===== src/rtl/icache_pkg.sv =====
// Shared definitions for the instruction-cache refill engine: field widths,
// address slice positions and the refill FSM state encoding.
package icache_pkg;

    localparam int TAG_W      = 21;
    localparam int INDEX_W    = 4;
    localparam int OFFSET_W   = 5;
    localparam int WORD_W     = 32;
    localparam int LINE_WORDS = 32;
    localparam int CNT_W      = 6;

    localparam int TAG_LSB    = 11;
    localparam int INDEX_LSB  = 7;
    localparam int OFFSET_LSB = 2;

    typedef enum logic [1:0] {
        IDLE  = 2'd0,
        FILL  = 2'd1,
        DRAIN = 2'd2,
        DONE  = 2'd3
    } state_t;

endpackage


===== src/rtl/instr_cache_refill.sv =====
// Instruction-cache miss refill: fetches a 32-word line with up to MAX_OUT reads
// in flight, writes it to line storage, then installs the tag. Optional critical-word-first
// ordering and forwarding is enabled by defining ICACHE_CRITICAL_WORD_FIRST_EN.
module instr_cache_refill
    import icache_pkg::*;
#(
    parameter int MAX_OUT = 4
) (
    input  logic                clk_i,
    input  logic                rst_ni,
    input  logic                miss_i,
    input  logic [31:0]         miss_addr_i,
    output logic                busy_o,
    output logic                done_o,
    output logic                mem_req_o,
    output logic [31:0]         mem_addr_o,
    input  logic                mem_ready_i,
    input  logic                mem_rvalid_i,
    input  logic [WORD_W-1:0]   mem_rdata_i,
    output logic                wr_en_o,
    output logic [INDEX_W-1:0]  wr_index_o,
    output logic [OFFSET_W-1:0] wr_offset_o,
    output logic [WORD_W-1:0]   wr_data_o,
    output logic                tag_wr_o,
    output logic [TAG_W-1:0]    tag_o,
    output logic                fwd_valid_o,
    output logic [WORD_W-1:0]   fwd_data_o,
    output state_t              state_o
);

    localparam logic [CNT_W-1:0] CNT_LAST  = CNT_W'(LINE_WORDS - 1);
    localparam logic [CNT_W-1:0] CNT_FULL  = CNT_W'(LINE_WORDS);
    localparam logic [CNT_W-1:0] MAX_OUT_C = CNT_W'(MAX_OUT);

    // Handshakes: a request transfers on a cycle with mem_req_o && mem_ready_i, and
    // mem_req_o/mem_addr_o hold until then; mem_rvalid_i carries one in-order word per cycle.
    state_t                state_q, state_d;
    logic [TAG_W-1:0]      tag_q;
    logic [INDEX_W-1:0]    index_q;
    logic [OFFSET_W-1:0]   start_q, start_sel, req_off;
    logic [CNT_W-1:0]      req_cnt_q, rsp_cnt_q;
    logic                  accept_miss, req_fire, rsp_fire;
    logic                  wr_en_q;
    logic [INDEX_W-1:0]    wr_index_q;
    logic [OFFSET_W-1:0]   wr_offset_q;
    logic [WORD_W-1:0]     wr_data_q;
    logic                  unused_addr_bits;

`ifdef ICACHE_CRITICAL_WORD_FIRST_EN
    assign start_sel = miss_addr_i[OFFSET_LSB +: OFFSET_W];
`else
    assign start_sel = '0;
`endif
    assign unused_addr_bits = ^miss_addr_i[INDEX_LSB-1:0];

    always_comb begin
        state_d     = state_q;
        accept_miss = 1'b0;
        mem_req_o   = 1'b0;
        if (state_q == FILL) begin
            // Outstanding limiter: issued minus returned must stay below MAX_OUT.
            mem_req_o = (req_cnt_q < CNT_FULL) && ((req_cnt_q - rsp_cnt_q) < MAX_OUT_C);
        end
        req_fire = mem_req_o && mem_ready_i;
        rsp_fire = mem_rvalid_i && ((state_q == FILL) || (state_q == DRAIN)) &&
                   (rsp_cnt_q < CNT_FULL);
        case (state_q)
            IDLE: begin
                if (miss_i) begin
                    accept_miss = 1'b1;
                    state_d     = FILL;
                end
            end
            FILL: begin
                if (rsp_fire && (rsp_cnt_q == CNT_LAST)) begin
                    state_d = DONE;
                end else if (req_fire && (req_cnt_q == CNT_LAST)) begin
                    state_d = DRAIN;
                end
            end
            DRAIN: begin
                if (rsp_fire && (rsp_cnt_q == CNT_LAST)) begin
                    state_d = DONE;
                end
            end
            DONE:    state_d = IDLE;
            default: state_d = IDLE;
        endcase
    end

    always_ff @(posedge clk_i or negedge rst_ni) begin
        if (!rst_ni) begin
            state_q     <= IDLE;
            tag_q       <= '0;
            index_q     <= '0;
            start_q     <= '0;
            req_cnt_q   <= '0;
            rsp_cnt_q   <= '0;
            wr_en_q     <= 1'b0;
            wr_index_q  <= '0;
            wr_offset_q <= '0;
            wr_data_q   <= '0;
        end else begin
            state_q <= state_d;
            if (accept_miss) begin
                tag_q     <= miss_addr_i[TAG_LSB +: TAG_W];
                index_q   <= miss_addr_i[INDEX_LSB +: INDEX_W];
                start_q   <= start_sel;
                req_cnt_q <= '0;
                rsp_cnt_q <= '0;
            end else begin
                if (req_fire) req_cnt_q <= req_cnt_q + CNT_W'(1);
                if (rsp_fire) rsp_cnt_q <= rsp_cnt_q + CNT_W'(1);
            end
            wr_en_q <= rsp_fire;
            if (rsp_fire) begin
                wr_index_q  <= index_q;
                wr_offset_q <= start_q + rsp_cnt_q[OFFSET_W-1:0];
                wr_data_q   <= mem_rdata_i;
            end
        end
    end

`ifdef ICACHE_CRITICAL_WORD_FIRST_EN
    logic              fwd_valid_q;
    logic [WORD_W-1:0] fwd_data_q;

    // The first returned word is the one the stalled fetch is waiting for.
    always_ff @(posedge clk_i or negedge rst_ni) begin
        if (!rst_ni) begin
            fwd_valid_q <= 1'b0;
            fwd_data_q  <= '0;
        end else begin
            fwd_valid_q <= rsp_fire && (rsp_cnt_q == '0);
            if (rsp_fire && (rsp_cnt_q == '0)) fwd_data_q <= mem_rdata_i;
        end
    end
    assign fwd_valid_o = fwd_valid_q;
    assign fwd_data_o  = fwd_data_q;
`else
    assign fwd_valid_o = 1'b0;
    assign fwd_data_o  = '0;
`endif

    assign req_off     = start_q + req_cnt_q[OFFSET_W-1:0];
    assign mem_addr_o  = {tag_q, index_q, req_off, 2'b00};
    assign busy_o      = (state_q != IDLE);
    assign done_o      = (state_q == DONE);
    assign tag_wr_o    = (state_q == DONE);
    assign tag_o       = tag_q;
    assign wr_en_o     = wr_en_q;
    assign wr_index_o  = wr_index_q;
    assign wr_offset_o = wr_offset_q;
    assign wr_data_o   = wr_data_q;
    assign state_o     = state_q;

endmodule


===== config.mk =====
export PLATFORM = sky130hd
export DESIGN_NAME = instr_cache_refill
export DESIGN_NICKNAME = d
export VERILOG_FILES = /design/src/rtl/icache_pkg.sv /design/src/rtl/instr_cache_refill.sv
export SDC_FILE = /design/constraint.sdc
export NUM_CORES = 1
export LEC_CHECK = 0
export CAP_MARGIN = 0
export CORE_MARGIN = 2
export CORE_UTILIZATION = 40
export DETAILED_ROUTE_END_ITERATION = 12
export PLACE_DENSITY = 0.82
export RECOVER_POWER = 50
export SETUP_SLACK_MARGIN = 0.2
export SYNTH_ARGS = -nofsm -noshare
export SYNTH_HDL_FRONTEND = slang
export SYNTH_SLANG_ARGS = --single-unit
export TNS_END_PERCENT = 30

===== constraint.sdc =====
create_clock -name clk_i -period 2.7 [get_ports clk_i]
set_input_delay 0.27 -clock clk_i [delete_from_list [all_inputs] [get_ports clk_i]]
set_output_delay 0.27 -clock clk_i [all_outputs]
set_load 0.03 [all_outputs]

After elaboration in Yosys (flattened, before gate mapping)
Cells that the tools add are included.
- register bits: 81
- input bits: 69
- output and inout port bits: 134
- logic and storage cells: 47
- add/sub/neg operators: 3
- order comparisons: 3
- equality and inequality tests: 8
- multiplexer cells: 12
- reduce and logical (&&, ||, !) cells: 12
- operators with widths (operator ; number):
    $mux W6 ; 4
    $add A6 B1 Y6 const B ; 2
    $eq A6 B5 Y1 const B ; 2
    $lt A6 B6 Y1 const B ; 2
    $mux W2 ; 4
    $pmux W2 S4 ; 1
    $logic_and A1 B1 Y1 ; 6
    $lt A6 B3 Y1 const B ; 1
    $reduce_bool A2 Y1 ; 3
    $sub A6 B6 Y6 ; 1
    $eq A2 B2 Y1 const B ; 2
    $mux W1 ; 3
    $ne A3 B1 Y1 const B ; 1
    $reduce_and A3 Y1 ; 1
    $eq A2 B1 Y1 const B ; 1
    $logic_not A2 Y1 ; 1
    $ne A2 B1 Y1 const B ; 1
    $ne A2 B2 Y1 const B ; 1
    $logic_or A1 B1 Y1 ; 1

Depth between registers and ports, before layout
- word-level depth: 9
- depth in mapped cells: 8
- depth with buffers taken out: 8

Worst setup path before layout
OpenSTA, ideal clock, no wires.
- path kind: register to output
- from: reg state_q[1] (netlist: state_o[1])
- to: out mem_req_o
- arrival: 1.901 ns
- required time: 2.430 ns
- setup slack: 0.529 ns
- stages on the path, launching flop included: 6
- buffers on the path: 0
- path through: dfrtp_1 -> inv_1 -> ha_1 -> nor3b_2 -> mux2i_2 -> nor3_1
- longest elaborated chain between the ends: 2
- RTL lines (item ; line ; text):
    start: declaration ; instr_cache_refill.sv:37 ; state_t state_q, state_d;
    start signal: assignment ; instr_cache_refill.sv:104 ; state_q <= state_d;
    $eq A2 B1 Y1 ; instr_cache_refill.sv:60 ; if (state_q == FILL) begin
    $mux W1 ; instr_cache_refill.sv:60 ;
    end: declaration ; instr_cache_refill.sv:15 ; output logic mem_req_o,
Every way passes these cells.

Worst setup path after layout
- from: reg rsp_cnt_q[4]
- to: out mem_req_o
- longest elaborated chain between the ends: 4
- RTL lines (item ; line ; text):
    start: declaration ; instr_cache_refill.sv:41 ; logic [CNT_W-1:0] req_cnt_q, rsp_cnt_q;
    start signal: assignment ; instr_cache_refill.sv:113 ; if (rsp_fire) rsp_cnt_q <= rsp_cnt_q + CNT_W'(1);
    $sub A6 B6 Y6 ; instr_cache_refill.sv:62 ; mem_req_o = (req_cnt_q < CNT_FULL) && ((req_cnt_q - rsp_cnt_q) < MAX_OUT_C);
    $lt A6 B3 Y1 ; instr_cache_refill.sv:62 ;
    $logic_and A1 B1 Y1 ; instr_cache_refill.sv:62 ;
    $mux W1 ; instr_cache_refill.sv:60 ;
Every way passes these cells.

==> impl_results.md <==
* Final period utilization at 0.864
* Startpoint types: flop
* Dpl hpwl at 6.87 mm
* Fillers at 874
* Post-layout util at 0.573
* Most common cell after layout, fill and taps aside: nand2_1
* Sequential Area at 2030 sq um
* Status: finished with violations
* Maximum clock frequency at 429 MHz
* CTS Buf Count at 9
* Share of the synthesized area in the top cell type at 0.516
* Vias per cell at 4.54
* Clk_skew at 0.0118 ns
* Clock power frac at 0.122
* ANT cells at 0
* Most frequent cells in the layout: 197 x nand2_1, 114 x clkdlybuf4s50_1, 81 x dfrtp_1
* Gate power share at 0.583
* Global-route wire length before repair at 14.5 mm
* Final Setup Violations at 0
* Global placement routability congestion at 0.731
* Drt first pass iters at 5
* Post-Route WL at 9.46 mm
* Worst path max stage delay at 0.39 ns
* Largest net degree at the start of global routing at 82
* Worst vdd ir at 613 uV
* Cell Area, Synth at 3930 sq um
* Wire per inst at 13.2 um
* CP top delay family: compound AO/OA/AOI/OAI gates
* Sink Count at 81
* Drc violations at 0
* Cell mode on critical path: o31ai_2
* Number of cells on the critical path at 6
* Root Buffer Master: clkbuf_8
* # port buffers at 160
* Final ANT Viol Nets at 0
* Mapped Avg Cell Area at 8.82 sq um
* Total negative slack at 0 ns
* Clock insertion delay at the later pin of the skew report at 0.34 ns
* Post-synth EDFFs at 0
* Footprint of the multi-input gates at 1470 sq um
* DRT iter0 DRCs at 105
* Crit end category: output pin
* Die X at 103 um
* # Max-Cap Violations at 1
* LEAKAGE at 0.00274 uW
* Full die area at 10600 sq um
* Clk slew on worst S/H paths at 0.08 ns
* Sequential share of power at 0.295
* H-tree depth at 3
* Yosys cell types at 38
* Seq/Total Area, Yosys at 0.516
* Final hold viol count at 0
* Slew @ Worst Pin at 2.03 ns
* NetSw at 3340 uW
* Synth Register Bits at 81
* Number of global-route vias before repair at 3013
* CTS tree: built
* Nets at 659
* Top post-synthesis cells by area: dfrtp_1 52%, nand2_1 19%, buf_4 12%, ha_1 3.5%, clkbuf_1 1.2%
* Crit path max fanout at 4
* Num ports at 203
* PwrDens at 1260 nW/um^2
* Worst Hold Class: in2async
* Chip Height at 103 um
* All-Layer GR Usage at 0.175
* Critical Path AT at 2.06 ns
* Detailed-route via count at 3254
* Cell taking the most area after synthesis: dfrtp_1
* Buf/Inv on CP at 2
* Core Area at 9640 sq um
* Starting Density at 0.407
* Fin. max-slew vios at 82
* Int Pwr at 3610 uW
* FF-to-FF path depth at 7
* Synth Instances at 445
* CP max stage cell: dfrtp_1
* Failing checks: capacitance limit, slew limit
* CTS Buffer Depth at 2
* Main synth FF type: dfrtp_1
* Antenna violations before repair at 0
* Design Power at 6950 uW
* Worst slew margin at -0.352
* Area delta synth->final at 40.8%
* Setup repair after global routing missed its margin: false
* Worst EP required at 2.43 ns
* Sw Share at 0.480
* Fin crit period at 2.33 ns
* Total gr overflow at 0
* CP Cell Sequence: inv_1 > ha_1 > o31ai_2 > o31ai_2 > nor3_1 > buf_2
* Ratio of cells with drive above 1 in the final layout at 0.0497
* Synthesis Warnings at 0
* FP Rows at 36
* Async set-reset flop share out of synthesis at 1.00
* Kind of critical path: reg2out
flip-flops by register name (all words and copies together) (netlist names):
register and cells:
rsp_cnt_q 6, wr_offset_o 5, wr_index_o 4, index_q 4
tag_o 21, wr_en_o 1, state_o 2, wr_data_o 32
req_cnt_q 6
per-stage QoR:
step	cells	instance area, sq um	setup slack, ns	hold WS (ns)
3_5_place_dp	701	5350	0.251	0.461
5_1_grt	717	5530	0.204	0.433
6_report	717	5530	0.367	0.441
3_3_place_gp	701	5350	0.307	0.457
2_1_floorplan	479	4050	0.529	-0.0256
4_1_cts	717	5550	0.269	0.133
worst paths after layout:
kind	start	endpoint	slack, ns
worst max register to register	rsp_cnt_q[4]$_DFFE_PN0P_	req_cnt_q[2]$_DFFE_PN0P_	0.44
worst max-delay path	rsp_cnt_q[4]$_DFFE_PN0P_	mem_req_o	0.37
worst min-delay path	rst_ni	req_cnt_q[0]$_DFFE_PN0P_	0.44
max in group asynchronous	rst_ni	state_o[1]$_DFFE_PN0P_	1.00
min in group clk_i	miss_addr_i[15]	tag_o[4]$_DFFE_PN0P_	0.44
worst min register to register	wr_index_o[2]$_DFFE_PN0P_	wr_index_o[2]$_DFFE_PN0P_	0.47
area by class of cell:
type                    instances  share of cell area
flip-flops and latches         81               0.367
repair buffers                166               0.295
multi-input cells             310               0.267
well taps                     133              0.0301
clock buffers                  11              0.0274
inverters                      11             0.00747
clock inverters                 5             0.00702
logic make-up after synthesis:
| logic type | count (synthesis) | synth area share |
|---|---|---|
| buffers and inverters | 88 | 0.143 |
| other | 1 | 0.000955 |
| flip-flops | 81 | 0.516 |
| AND/OR/NAND/NOR | 229 | 0.240 |
| XOR/XNOR | 5 | 0.0112 |
| adder cells (fa/ha/maj) | 11 | 0.0351 |
| AO/OA/AOI/OAI | 27 | 0.0446 |
| multiplexers | 3 | 0.00860 |
routing by layer:
| metal | global-route usage | vias to the layer above | part of all wire |
|---|---|---|---|
| met1 | 0.213 | 1544 | 0.41 |
| met5 | 0 | - | 0 |
| li1 | - | 1575 | - |
| met2 | 0.303 | 124 | 0.52 |
| met3 | 0.0488 | 11 | 0.066 |
| met4 | 0.0486 | 0 | 0.0093 |
repair_timing:
action                                  4_1_cts  5_1_grt
gates cloned                                  0        0
gates resized for setup                       6        2
hold endpoints to repair                      0        0
endpoints found under the setup margin        1        1
buffers inserted                              0        0
hold buffers                                  0        0
power groups by stage:
| stage | combinational [uW] | clock [uW] | sequential (uW) |
|---|---|---|---|
| CTS | 4220 | 877 | 2070 |
| global placement | 4130 | 0 | 2060 |
| detailed placement | 4210 | 0 | 2090 |
| floorplan | 1800 | 0 | 2970 |
| finish | 4050 | 846 | 2050 |
| global route | 4390 | 924 | 2120 |
cells in the mapped netlist (3+ instances only):
library cell  number
nand2_1          197
nand4_1            3
clkbuf_1          13
buf_4             62
inv_1             11
o21ai_0            5
ha_1              11
a21oi_1            7
xnor2_1            5
nand3_1            4
nor2b_1            3
nor2_1             9
dfrtp_1           81
No activity file was read; power rests on OpenSTA's default activity.
